`config.mk`:
```
export PLATFORM = sky130hd
export DESIGN_NAME = imem_loader
export DESIGN_NICKNAME = d
export VERILOG_FILES = /design/src/rtl/imem_loader.sv
export SDC_FILE = /design/constraint.sdc
export NUM_CORES = 1
export LEC_CHECK = 0
export CAP_MARGIN = 20
export CORE_MARGIN = 4
export CORE_UTILIZATION = 35
export DETAILED_ROUTE_END_ITERATION = 12
export GPL_TIMING_DRIVEN = 1
export PLACE_DENSITY_LB_ADDON = 0.25
export SKIP_LAST_GASP = 1
export SLEW_MARGIN = 25
export SYNTH_ARGS = -nofsm -noshare
export SYNTH_HDL_FRONTEND = slang
export SYNTH_SLANG_ARGS = --single-unit
```
`constraint.sdc`:
```
create_clock -name clk -period 3.5 [get_ports clk]
set_input_delay 0.7 -clock clk [delete_from_list [all_inputs] [get_ports clk]]
set_output_delay 0.7 -clock clk [all_outputs]
set_load 0.02 [all_outputs]
```
`src/rtl/imem_loader.sv`:
```
// rtl/imem_loader.sv - framed byte-stream loader into instruction memory with XOR check
module imem_loader #(
   parameter int ADDR_WIDTH = 10,
   parameter int BASE_ADDR  = 0
) (
   input  logic                  clk,
   input  logic                  reset_n,
   input  logic                  start,
   input  logic [7:0]            in_data,
   input  logic                  in_valid,
   output logic                  in_ready,
   output logic                  mem_we,
   output logic [ADDR_WIDTH-1:0] mem_addr,
   output logic [7:0]            mem_wdata,
   output logic                  cpu_hold,
   output logic                  done,
   output logic                  error
);

   typedef enum logic [2:0] {
      S_IDLE,
      S_LEN_HI,
      S_LEN_LO,
      S_DATA,
      S_CHECK,
      S_DONE,
      S_ERROR
   } state_t;

   // Bytes available from BASE_ADDR to the top of memory; 19 bits so 2^ADDR_WIDTH itself fits.
   localparam logic [18:0]           CAPACITY = 19'((1 << ADDR_WIDTH) - BASE_ADDR);
   localparam logic [ADDR_WIDTH-1:0] BASE     = ADDR_WIDTH'(BASE_ADDR);
   localparam logic [ADDR_WIDTH:0]   CNT_ONE  = (ADDR_WIDTH+1)'(1);

   state_t              state;
   logic [7:0]          len_hi;
   logic [7:0]          xacc;
   logic [17:0]         total;
   logic [ADDR_WIDTH:0] cnt;
   logic                fire;
   logic [17:0]         len_bytes;
   logic [17:0]         cnt_next;

   // Ready is a pure decode of state, never of in_valid.
   assign in_ready  = (state == S_LEN_HI) || (state == S_LEN_LO) ||
                      (state == S_DATA)   || (state == S_CHECK);
   assign cpu_hold  = (state != S_DONE);
   assign fire      = in_valid && in_ready;
   // 4*N in 18 bits so no word count can wrap the size check.
   assign len_bytes = {len_hi, in_data, 2'b00};
   assign cnt_next  = 18'(cnt) + 18'd1;

   // Frame FSM: length parse, payload writes with running XOR, checksum verdict.
   always_ff @(posedge clk) begin
      if (!reset_n) begin
         state     <= S_IDLE;
         len_hi    <= '0;
         xacc      <= '0;
         total     <= '0;
         cnt       <= '0;
         mem_we    <= 1'b0;
         mem_addr  <= BASE;
         mem_wdata <= '0;
         done      <= 1'b0;
         error     <= 1'b0;
      end else begin
         mem_we <= 1'b0;
         case (state)
            S_IDLE, S_DONE, S_ERROR: begin
               if (start) begin
                  state <= S_LEN_HI;
                  cnt   <= '0;
                  xacc  <= '0;
                  done  <= 1'b0;
                  error <= 1'b0;
               end
            end
            S_LEN_HI: begin
               if (fire) begin
                  len_hi <= in_data;
                  state  <= S_LEN_LO;
               end
            end
            S_LEN_LO: begin
               if (fire) begin
                  total <= len_bytes;
                  if ({1'b0, len_bytes} > CAPACITY) begin
                     state <= S_ERROR;
                     error <= 1'b1;
                  end else if (len_bytes == '0) begin
                     state <= S_CHECK;
                  end else begin
                     state <= S_DATA;
                  end
               end
            end
            S_DATA: begin
               if (fire) begin
                  mem_we    <= 1'b1;
                  mem_addr  <= BASE + cnt[ADDR_WIDTH-1:0];
                  mem_wdata <= in_data;
                  xacc      <= xacc ^ in_data;
                  cnt       <= cnt + CNT_ONE;
                  if (cnt_next == total) begin
                     state <= S_CHECK;
                  end
               end
            end
            S_CHECK: begin
               if (fire) begin
                  if (in_data == xacc) begin
                     state <= S_DONE;
                     done  <= 1'b1;
                  end else begin
                     state <= S_ERROR;
                     error <= 1'b1;
                  end
               end
            end
            default: state <= S_IDLE;
         endcase
      end
   end

endmodule
```
Yosys cells after proc, flatten, opt, wreduce, memory -nomap -nowiden
Index checks and enable logic that the tools add are counted.
Cells by class
  add/subtract/negate cells: 2
  $lt $le $gt $ge: 1
  eq/ne operators: 18
  muxes and demuxes: 26
  bitwise operators: 1
  reductions and logical operators: 18
Operators by type and width (count)
  2-to-1 mux 3 bit: 8
  2-to-1 mux 11 bit: 2
  one-hot mux 11 bit (2 select lines): 1
  equality test 12 x 18 -> 1 bit: 1
  > comparator 18 x 11 -> 1 bit (second input constant): 1
  logical NOT 18 bit: 1
  2-to-1 mux 8 bit: 2
  one-hot mux 8 bit (2 select lines): 1
  one-hot mux 3 bit (5 select lines): 1
  adder 11 x 1 -> 12 bit (second input constant): 1
  != test 2 bit (second input constant): 6
  AND reduction 6 bit: 2
  adder 11 x 1 -> 11 bit (second input constant): 1
  equality test 3 bit (second input constant): 3
  equality test 8 bit: 1
  2-to-1 mux 1 bit: 8
  AND reduction 2 bit: 4
  bitwise XOR 8 bit: 1
  equality test 3 x 2 -> 1 bit (second input constant): 2
  != test 2 x 1 -> 1 bit (second input constant): 3
  AND reduction 4 bit: 1
  nonzero test 2 bit: 2
  equality test 3 x 1 -> 1 bit (second input constant): 1
  logical NOT 3 bit: 1
  other kinds (9): 11
Storage, ports and cells
  bits in registers: 67
  input port bits: 12
  output and inout port bits: 23
  word-level logic and storage cells: 76

Depth between registers and ports, before layout
  depth in word-level cells: 7
  gate-level depth with buffers: 9
  gate-level depth less buffers: 7

Worst setup path before layout
OpenSTA, ideal clock, no wires.
  path type: register to register
  start: reg cnt[0]
  end: reg state[0]
  library setup time: 0.072 ns
  data arrival time: 2.192 ns
  required time: 3.428 ns
  path slack: 1.236 ns
  stages on the path, launching flop included: 8
  buffers on the path: 0
  period minus slack after synthesis: 2.264 ns
  cell sequence: dfxtp_1 > ha_1 > nand3_1 > nor4_1 > xnor2_1 > nand3_1 > o41ai_4 > mux2i_1
Between the ends
  cells in the longest elaborated chain, start to end: 4
Ends and longest elaborated chain
  start: declaration: line 39  | logic [ADDR_WIDTH:0] cnt;
  start signal: assignment: line 103  | cnt <= cnt + CNT_ONE;
  adder 11 x 1 -> 12 bit: line 51  | assign cnt_next = 18'(cnt) + 18'd1;
  equality test 12 x 18 -> 1 bit: line 104  | if (cnt_next == total) begin
  != test 2 x 1 -> 1 bit (no source line)
  AND reduction 6 bit (no source line)
  end signal: assignment: line 56  | state <= S_IDLE;
  end signal: assignment: line 105  | state <= S_CHECK;
  end signal: assignment: line 112  | state <= S_DONE;
  end: declaration: line 35  | state_t state;
Every way passes these cells.
A chain may end at the register's enable or synchronous reset.

Final worst setup path
  start: reg state[0]
  end: out in_ready
Between the ends
  cells in the longest elaborated chain, start to end: 4
  elaborated cells on any way between the ends: 7
  those cells by class: eq/ne: 4; reduce/logical: 3
Ends and longest elaborated chain
  start signal: assignment: line 56
  start signal: assignment: line 71  | state <= S_LEN_HI;
  start signal: assignment: line 81  | state <= S_LEN_LO;
  equality test 3 x 1 -> 1 bit / equality test 3 x 2 -> 1 bit (equally long branches): line 45  | assign in_ready = (state == S_LEN_HI) || (state == S_LEN_LO) ||
  logical OR 1 bit (2 in a row): line 45
  logical OR 1 bit (*): line 46  | (state == S_DATA) || (state == S_CHECK);
  end: declaration: line 11  | output logic in_ready,
Mark *: on every way between the ends. The rest lies on a longest branch, timed or not.

==> flow_summary.toml <==
[clocking]
h-tree-depth = 3
clk_path_buf_depth = 2
numClockSinks = 67
path_clk_slew_ns = 0.07
postCtsSetupRepairBufs = 0
cts_tree = "done"
postCtsHoldBufs = 0
numCtsBuffers = 9
clk-insertion-delay-late_ns = 0.35
root_buffer = "clkbuf_8"
ctsResizeCount = 0

[power_and_ir_drop]
ir_worst_vdd_mv = 0.294
power_leakage_nw = 1.39
power_density_mw_per_mm2 = 509

[setup_path]
path_max_fanout = 17
criticalPathCategory = "reg -> out"
required_ns = 2.80
critPathArrivalTime_ns = 1.99
crit_path_end_kind = "output port"
startpoint_type = "flop"

[synthesis]
ys_warn_count = 0
synth_xor_area_share_pct = 5.62
ys_seq_elements = 67
netlist_area_sq_mm = 0.00343
synth-simple-area-share_pct = 26.7
synth_top_cell_area_share_pct = 39.2
postSynthAreaPerCell_sq_um = 8.16
synth_edf_count = 0
postSynthCellCount = 420
synth_ff_type = "dfxtp_1"
synth_compound_area_share_pct = 19.2
synthAdderAreaFrac_pct = 0.365
synth_top_cells_by_area = "dfxtp_1, nand2_1, a21boi_0"
synth_top_family_by_area = "simple AND/OR/NAND/NOR gates"
synth_cell_types = 47
yosys.area.top_type = "dfxtp_1"
async_reset_ff_share_pct = 0
syn_nets = 433
yosysSeqAreaShare_pct = 39.2
synth.mux.area_fraction_pct = 3.80

[grt]
grt_pass1_vias = 2880
grt_first_pass_wirelength_um = 14100
grt.overflow.total = 0
met1_usage_pct = 18.9
grt_use_met3_pct = 3.79
use_met2_pct = 25.9
busiest_layer = "met2"
antenna_found_initial = 0
grt_start_max_net_pins = 47
grt_util_all_layers_pct = 15.5

[floorplanning]
design.die.area_sq_mm = 0.0114
fp.dieW_um = 107
core_region_area_sq_mm = 0.00937
rows = 35
ios = 35
start_util_pct = 36.6
die_h_um = 107

[hold_path]
hold_class = "reg -> reg"

[final_layout]
instances_no_fill = 583
diodes = 0
finalNetCount = 462
drive_above_1_share_pct = 7.93
area_growth_pct = 18.5

[run]
maxCapViolCount = 0

[timing]
min_period_over_period_pct = 76.9
slew_violations = 0
slew_headroom_pct = 55.7
clock_skew_ns = 0.0102
fmax_mhz = 372
worstMarginPinSlew_ns = 0.663
setup_viol = 0
fin_setup_tns_ns = 0
fin_crit_ns = 2.69
rsz0062_at_grt = "false"
hold_viol_final = 0

[routing]
wl_per_cell_um = 14.2
firstDrtPassIters = 4
drc = 0
vias = 2963
wl_um = 8260
drt_iter0_markers = 148
ant_nets = 0
via_per_inst = 5.08

[placed_design]
place_hpwl_um = 5750
dp_cells = 567
io_buffers = 34
gp_congestion = 0.877

[status]
status = "completed"
==> sequential cells by signal, summed over array words and instances (netlist names) <==
| register | flops |
|---|---|
| done | 1 |
| total | 16 |
| error | 1 |
| mem_wdata | 8 |
| state | 3 |
| cnt | 11 |
| xacc | 8 |
| mem_we | 1 |
| len_hi | 8 |
| mem_addr | 10 |
==> through the flow <==
| step | total power, mW | utilization (%) | area, sq um | hold WS, ns | worst slack [ns] |
|---|---|---|---|---|---|
| final | 2.07 | 43.3 | 4060 | 0.462 | 0.808 |
| after global routing | 2.19 | 43.3 | 4060 | 0.486 | 0.520 |
| after CTS | 2.09 | 43.3 | 4060 | 0.467 | 0.804 |
| after detailed placement | 1.43 | 41.2 | 3860 | 0.458 | 0.686 |
| after global placement | 1.42 | 41.2 | 3860 | 0.452 | 0.755 |
| after floorplan | 1.26 | - | 3430 | 0.443 | 1.24 |
==> placed cells by master, fill, tap and decap left out, types with 8 or more instances in the layout <==
master           netlist  routed
a21boi_0              36      36
a21oi_1               16      16
and3_1                12      12
buf_4                  0      14
clkbuf_8               2      10
clkdlybuf4s50_1        0      33
dfxtp_1               67      67
mux2i_1               13      13
nand2_1               97      97
nand2b_1               8       8
nand3_1                9       9
nor2_1                11      11
nor2b_1               26      26
nor3_1                 9       9
o21ai_0               18      18
xnor2_1               17      17
==> final cells by class <==
type,instances,area (sq um)
inverters,2,7.51
repair buffers,48,440
multi-input cells,321,1910
well taps,129,161
flip-flops and latches,67,1340
clock inverters,6,65.1
clock buffers,10,138
fillers,993,5310
==> critical path, cell delays in order, from the launching register on <==
cell and delay [ns]:
dfxtp_1 0.67, nor2_1 0.16, xnor2_1 0.19, clkdlybuf4s50_1 0.63
==> power breakdown <==
| group | switching (mW) | internal (mW) | total [mW] |
|---|---|---|---|
| clock network | 0.307 | 0.347 | 0.653 |
| registers | 0.0723 | 0.807 | 0.879 |
| logic | 0.303 | 0.232 | 0.535 |
==> cell usage after synthesis (all sizes together) (2+ instances only) <==
library cell	number
nand2	97
dfxtp	67
a21boi	36
clkbuf	27
nor2b	26
o21ai	19
xnor2	17
a21oi	16
mux2i	13
and3	12
nor2	11
nand3	9
nor3	9
nand2b	8
nor4	8
o211ai	6
xor2	5
nand4	3
a211oi	2
a22oi	2
and2	2
buf	2
inv	2
o31ai	2
o41ai	2
or3b	2
==> worst paths after layout <==
check / slack (ns) / cells after the start / to / start
setup reg to reg: 0.81 / 7 / state[0] / cnt[0]
hold / removal: 0.46 / 2 / mem_addr[7] / mem_addr[7]
setup / recovery: 0.81 / 3 / in_ready / state[0]
hold reg to reg: 0.46 / 2 / mem_addr[7] / mem_addr[7]
==> cells by family (layout without fill, tap and decap cells) <==
family / count (synthesis) / after routing
adder cells (fa/ha/maj): 1 / 1
AND/OR/NAND/NOR: 190 / 190
XOR/XNOR: 22 / 22
AO/OA/AOI/OAI: 95 / 95
flip-flops: 67 / 67
multiplexers: 13 / 13
buffers and inverters: 32 / 66
==> routing by layer <==
layer	vias to the layer above	wire length, um
met5	-	0
met3	15	384
met4	0	207
met1	1383	3820
li1	1501	-
met2	64	3850
(Power assumes the default switching activity.)
